[src/rtl/mul_issue_unit.sv]
// Decode-side initiator for the multiply/divide coprocessor: decodes HI/LO
// instructions in 1a, holds one request in the 2a issue slot, steers MF* results to writeback.
module mul_issue_unit (
    input  logic        clk,
    input  logic        rst_b,
    input  logic [31:0] inst_1a,
    input  logic        inst_valid_1a,
    input  logic [31:0] rs_data_1a,
    input  logic [31:0] rt_data_1a,
    input  logic        flush_2a,
    output logic        is_mul_1a,
    output logic        stall_1a,
    output logic [2:0]  mul__opcode_2a,
    output logic        mul__active_2a,
    output logic [31:0] rs_data_2a,
    output logic [31:0] rt_data_2a,
    input  logic        mul__stall_2a,
    input  logic [31:0] mul__rd_data_3a,
    output logic        wb_valid_3a,
    output logic [4:0]  wb_rd_3a,
    output logic [31:0] wb_data_3a,
    output logic [31:0] stall_cycles,
    output logic [31:0] issued_ops
);

    typedef enum logic [2:0] {
        MUL_MFHI  = 3'd0,
        MUL_MTHI  = 3'd1,
        MUL_MFLO  = 3'd2,
        MUL_MTLO  = 3'd3,
        MUL_MULT  = 3'd4,
        MUL_MULTU = 3'd5,
        MUL_DIV   = 3'd6,
        MUL_DIVU  = 3'd7
    } mul_op_e;

    logic [5:0] funct_1a;
    logic       funct_hit_1a;
    mul_op_e    opcode_1a;
    logic       mf_1a;

    logic       valid_2a;
    mul_op_e    opcode_2a;
    logic [31:0] rs_2a;
    logic [31:0] rt_2a;
    logic [4:0] rd_2a;
    logic       mf_2a;

    logic       accept_2a;

    // ---------------------------------------------------------------- decode
    assign funct_1a = inst_1a[5:0];

    // NOTE: every signal assigned in always_comb gets a default first, so no
    // path through the case can leave it unassigned and infer a latch.
    always_comb begin
        funct_hit_1a = 1'b1;
        opcode_1a    = MUL_MFHI;
        case (funct_1a)
            6'h10:   opcode_1a = MUL_MFHI;
            6'h11:   opcode_1a = MUL_MTHI;
            6'h12:   opcode_1a = MUL_MFLO;
            6'h13:   opcode_1a = MUL_MTLO;
            6'h18:   opcode_1a = MUL_MULT;
            6'h19:   opcode_1a = MUL_MULTU;
            6'h1A:   opcode_1a = MUL_DIV;
            6'h1B:   opcode_1a = MUL_DIVU;
            default: funct_hit_1a = 1'b0;
        endcase
    end

    assign is_mul_1a = inst_valid_1a && (inst_1a[31:26] == 6'd0) && funct_hit_1a;
    assign mf_1a     = (opcode_1a == MUL_MFHI) || (opcode_1a == MUL_MFLO);

    // ------------------------------------------------------------ handshake
    assign mul__active_2a = valid_2a & ~flush_2a;
    assign accept_2a      = mul__active_2a & ~mul__stall_2a;
    assign stall_1a       = mul__active_2a & mul__stall_2a;

    assign mul__opcode_2a = opcode_2a;
    assign rs_data_2a     = rs_2a;
    assign rt_data_2a     = rt_2a;

    // ------------------------------------------------------------ issue slot
    // NOTE: sequential state uses non-blocking assignments so every register
    // samples pre-edge values regardless of statement order.
    always_ff @(posedge clk or negedge rst_b) begin
        if (!rst_b) begin
            valid_2a  <= 1'b0;
            opcode_2a <= MUL_MFHI;
            rs_2a     <= '0;
            rt_2a     <= '0;
            rd_2a     <= '0;
            mf_2a     <= 1'b0;
        end else if (flush_2a) begin
            valid_2a  <= 1'b0;
        end else if (!stall_1a) begin
            valid_2a  <= is_mul_1a;
            opcode_2a <= opcode_1a;
            rs_2a     <= rs_data_1a;
            rt_2a     <= rt_data_1a;
            rd_2a     <= inst_1a[15:11];
            mf_2a     <= mf_1a;
        end
    end

    // ------------------------------------------------------------- writeback
    // MF* targeting $0 still issues to the coprocessor but never writes back.
    always_ff @(posedge clk or negedge rst_b) begin
        if (!rst_b) begin
            wb_valid_3a <= 1'b0;
            wb_rd_3a    <= '0;
        end else if (accept_2a && mf_2a && (rd_2a != 5'd0)) begin
            wb_valid_3a <= 1'b1;
            wb_rd_3a    <= rd_2a;
        end else begin
            wb_valid_3a <= 1'b0;
        end
    end

    assign wb_data_3a = mul__rd_data_3a;

    // -------------------------------------------------------------- counters
    always_ff @(posedge clk or negedge rst_b) begin
        if (!rst_b) begin
            stall_cycles <= '0;
            issued_ops   <= '0;
        end else begin
            if (stall_1a)  stall_cycles <= stall_cycles + 32'd1;
            if (accept_2a) issued_ops   <= issued_ops + 32'd1;
        end
    end

endmodule

[config.mk]
export PLATFORM = sky130hd
export DESIGN_NAME = mul_issue_unit
export DESIGN_NICKNAME = d
export VERILOG_FILES = /design/src/rtl/mul_issue_unit.sv
export SDC_FILE = /design/constraint.sdc
export NUM_CORES = 1
export LEC_CHECK = 0
export ABC_AREA = 1
export CAP_MARGIN = 40
export CORE_UTILIZATION = 46
export DETAILED_ROUTE_END_ITERATION = 10
export HOLD_SLACK_MARGIN = 0.02
export PLACE_DENSITY = 0.92
export SKIP_LAST_GASP = 1
export SLEW_MARGIN = 10
export SYNTH_ARGS = -nofsm -noshare
export SYNTH_HDL_FRONTEND = slang
export SYNTH_SLANG_ARGS = --single-unit
[constraint.sdc]
create_clock -name clk -period 4.08 [get_ports clk]
set_clock_uncertainty 0.15 [all_clocks]
set_input_delay 0.612 -clock clk [delete_from_list [all_inputs] [get_ports clk]]
set_output_delay 0.612 -clock clk [all_outputs]
set_load 0.02 [all_outputs]
==> metrics.txt <==
setup TNS=0 ns; arrival time of the worst setup path=2.25 ns; vias=around 6200; DIE WIDTH=between 100 and 150 um; Comb power frac=0.121; Post-CTS Hold Fix Bufs=1; highest clock rate=332 MHz; top-area cell type share of the netlist area=0.522; n_diodes=0; row count=44; post-DP HPWL=13.1 mm; placed cell count=around 1200; worst min path class=flip-flop to flip-flop; WHS=0.329 ns; Crit. End Element=primary output; layout cells sized above 1=0.0564; Routability Congestion=0.940; full die area=between 15000 and 20000 um^2; Filler Cell Count=1129; Worst-Skew Late Latency=0.41 ns; fin worst setup slack=between 1 and 1.5 ns; Sw Share=0.235; Fin. Hold Viols=0; Pint=approximately 2600 uW; clock sink count=144; most frequent cell after synthesis=nand2_1; Synth area leader=dfrtp_1; CP required=3.32 ns; Setup WS pre-CTS=1.08 ns; Routed WL=17.8 mm; Layout Nets=about 1200; Net Count, Synth=approximately 1000; CTS Root Buffer Type=clkbuf_16; Syn Area/Cell=between 8 and 9 um^2; Post-synth EDFFs=0; share of total power in the clock network=0.434; DR vias/cell=5.00; FFs w/ async S/R, synth=1.00; max_cap viols=0; Mapped Cells=approximately 850; Starting Density=0.473; IO buf count=225; drt wl/cell=14.3 um; P_leak=0.00469 uW; clock tree buffer depth=2; final worst path period share=0.739; Synth Register Bits=144; Post-CTS Setup Bufs=0; share of power burned in registers=0.445; Final Max Slew Viols=0; vias in the first global route=6114; Netlist cell types=29; CP startpoint kind=input pin; CP Max Fanout=3; initial antenna violation count=0; Reg clk slew, reported paths=approximately 0.060 ns; grt total ovfl=0; Period minus WS final=3.01 ns; Net Sw Power=around 810 uW; normalized max-slew margin=0.501; post-CTS sizing=0; Die H=124 um; ys flop type=dfrtp_1; Synth area leaders=dfrtp_1 52%, nand2_1 19%, inv_1 4.5%; Ys Warns=0; CTS buffer count=17; worst-margin pin slew=approximately 0.75 ns; ANT nets after route=0; DRC errors left=0; P&R area growth vs syn=40.6%; CTS HTree Levels=4; initial drt markers=approximately 360; synth cell count leaders=353 x nand2_1, 144 x dfrtp_1, 83 x inv_1; Crit Path Class=input pin to primary output; status=complete, no violations; core footprint=14600 um^2; largest net degree at the start of global routing=73; CTS tree=done; io pins=between 300 and 400; Mapped Area=6900 um^2; RSZ-0062 raised after global routing=false; Seq/Total Area, Yosys=0.522; TritonRoute pass-1 iters=5; Power Dens Cells=354 nW/um^2; peak supply drop=roughly 260 uV; Final Setup Violations=0; Post-Layout Cell Count=1247; first-pass GRT wire length=roughly 30 mm; GRT Total Usage=0.239
==> kinds of logic after synthesis <==
group / count (synthesis) / synth area share
simple gates: 516 / 0.319
flops: 144 / 0.522
buf+inv: 136 / 0.0939
xor+xnor: 38 / 0.0482
compound gates: 17 / 0.0131
fa+ha+maj: 2 / 0.00363
==> critical path, stage by stage <==
cell and delay [ns]:
clkdlybuf4s50_1 0.46, inv_1 0.05, nor3_1 0.13, buf_4 0.17
and3_1 0.20, clkdlybuf4s50_1 0.63
==> state kept, by name, summed over array words and instances, names as in the netlist <==
register / count
mul__opcode_2a: 3
rt_data_2a: 32
valid_2a: 1
rs_data_2a: 32
issued_ops: 32
stall_cycles: 32
rd_2a: 5
wb_rd_3a: 5
mf_2a: 1
wb_valid_3a: 1
==> path summary, 6_finish.rpt <==
| path | slack (ns) | startpoint | cells past startpoint | end |
|---|---|---|---|---|
| min in group asynchronous | 0.50 | rst_b | 2 | rt_data_2a[29]$_DFFE_PN0P_ |
| hold / removal | 0.33 | rt_data_2a[8]$_DFFE_PN0P_ | 2 | rt_data_2a[8]$_DFFE_PN0P_ |
| setup / recovery | 1.07 | inst_1a[4] | 6 | is_mul_1a |
| setup reg to reg | 2.01 | valid_2a$_DFFE_PN0P_ | 6 | rs_data_2a[6]$_DFFE_PN0P_ |
| hold reg to reg | 0.33 | rt_data_2a[8]$_DFFE_PN0P_ | 2 | rt_data_2a[8]$_DFFE_PN0P_ |
| max in group asynchronous | 2.25 | rst_b | 4 | wb_rd_3a[1]$_DFFE_PN0P_ |
==> metal layers <==
| metal | global-route usage | wire (um) | vias up |
|---|---|---|---|
| met3 | 0.0692 | 1210 | 40 |
| met1 | 0.285 | 7080 | 2975 |
| met5 | 0 | 0 | - |
| li1 | - | - | 2988 |
| met4 | 0.103 | 438 | 0 |
| met2 | 0.402 | 9050 | 238 |
==> final cells by class <==
cell class / count / area [um^2] / share of cell area
sequential: 144 / 3600 / 0.371
tap: 184 / 230 / 0.0237
clock buffer: 22 / 474 / 0.0489
clock inverter: 5 / 83.8 / 0.00864
timing repair buffer: 233 / 2340 / 0.241
multi-input combinational: 573 / 2650 / 0.273
inverter: 86 / 323 / 0.0333
==> placed cells by master (no fill, tap or decap), types with 6 or more instances in the layout <==
cell type | netlist | layout
nor2_1 | 55 | 55
nor2_2 | 10 | 10
dfrtp_1 | 144 | 144
inv_1 | 83 | 83
xor2_1 | 22 | 22
nand4_1 | 25 | 25
clkdlybuf4s50_1 | 0 | 224
o21ai_0 | 13 | 13
buf_4 | 34 | 6
nand3_1 | 41 | 41
nor3_1 | 15 | 15
xnor2_1 | 16 | 16
clkbuf_16 | 0 | 17
nand2_1 | 353 | 353
==> power groups by stage <==
stage	Clock [uW]	Combinational [uW]	Sequential, uW
after floorplan	0	127	1620
after global placement	0	406	1550
after detailed placement	0	418	1550
after CTS	1510	421	1530
after global routing	1590	450	1540
final	1490	415	1530
==> per-stage QoR <==
stage | instance area [um^2] | power, uW | util
6_report | 9700 | 3440 | 0.665
2_1_floorplan | 6900 | 1750 | -
5_1_grt | 9700 | 3580 | 0.665
3_5_place_dp | 9130 | 1970 | 0.626
3_3_place_gp | 9100 | 1960 | 0.624
4_1_cts | 9700 | 3460 | 0.665
(Power assumes the default switching activity.)
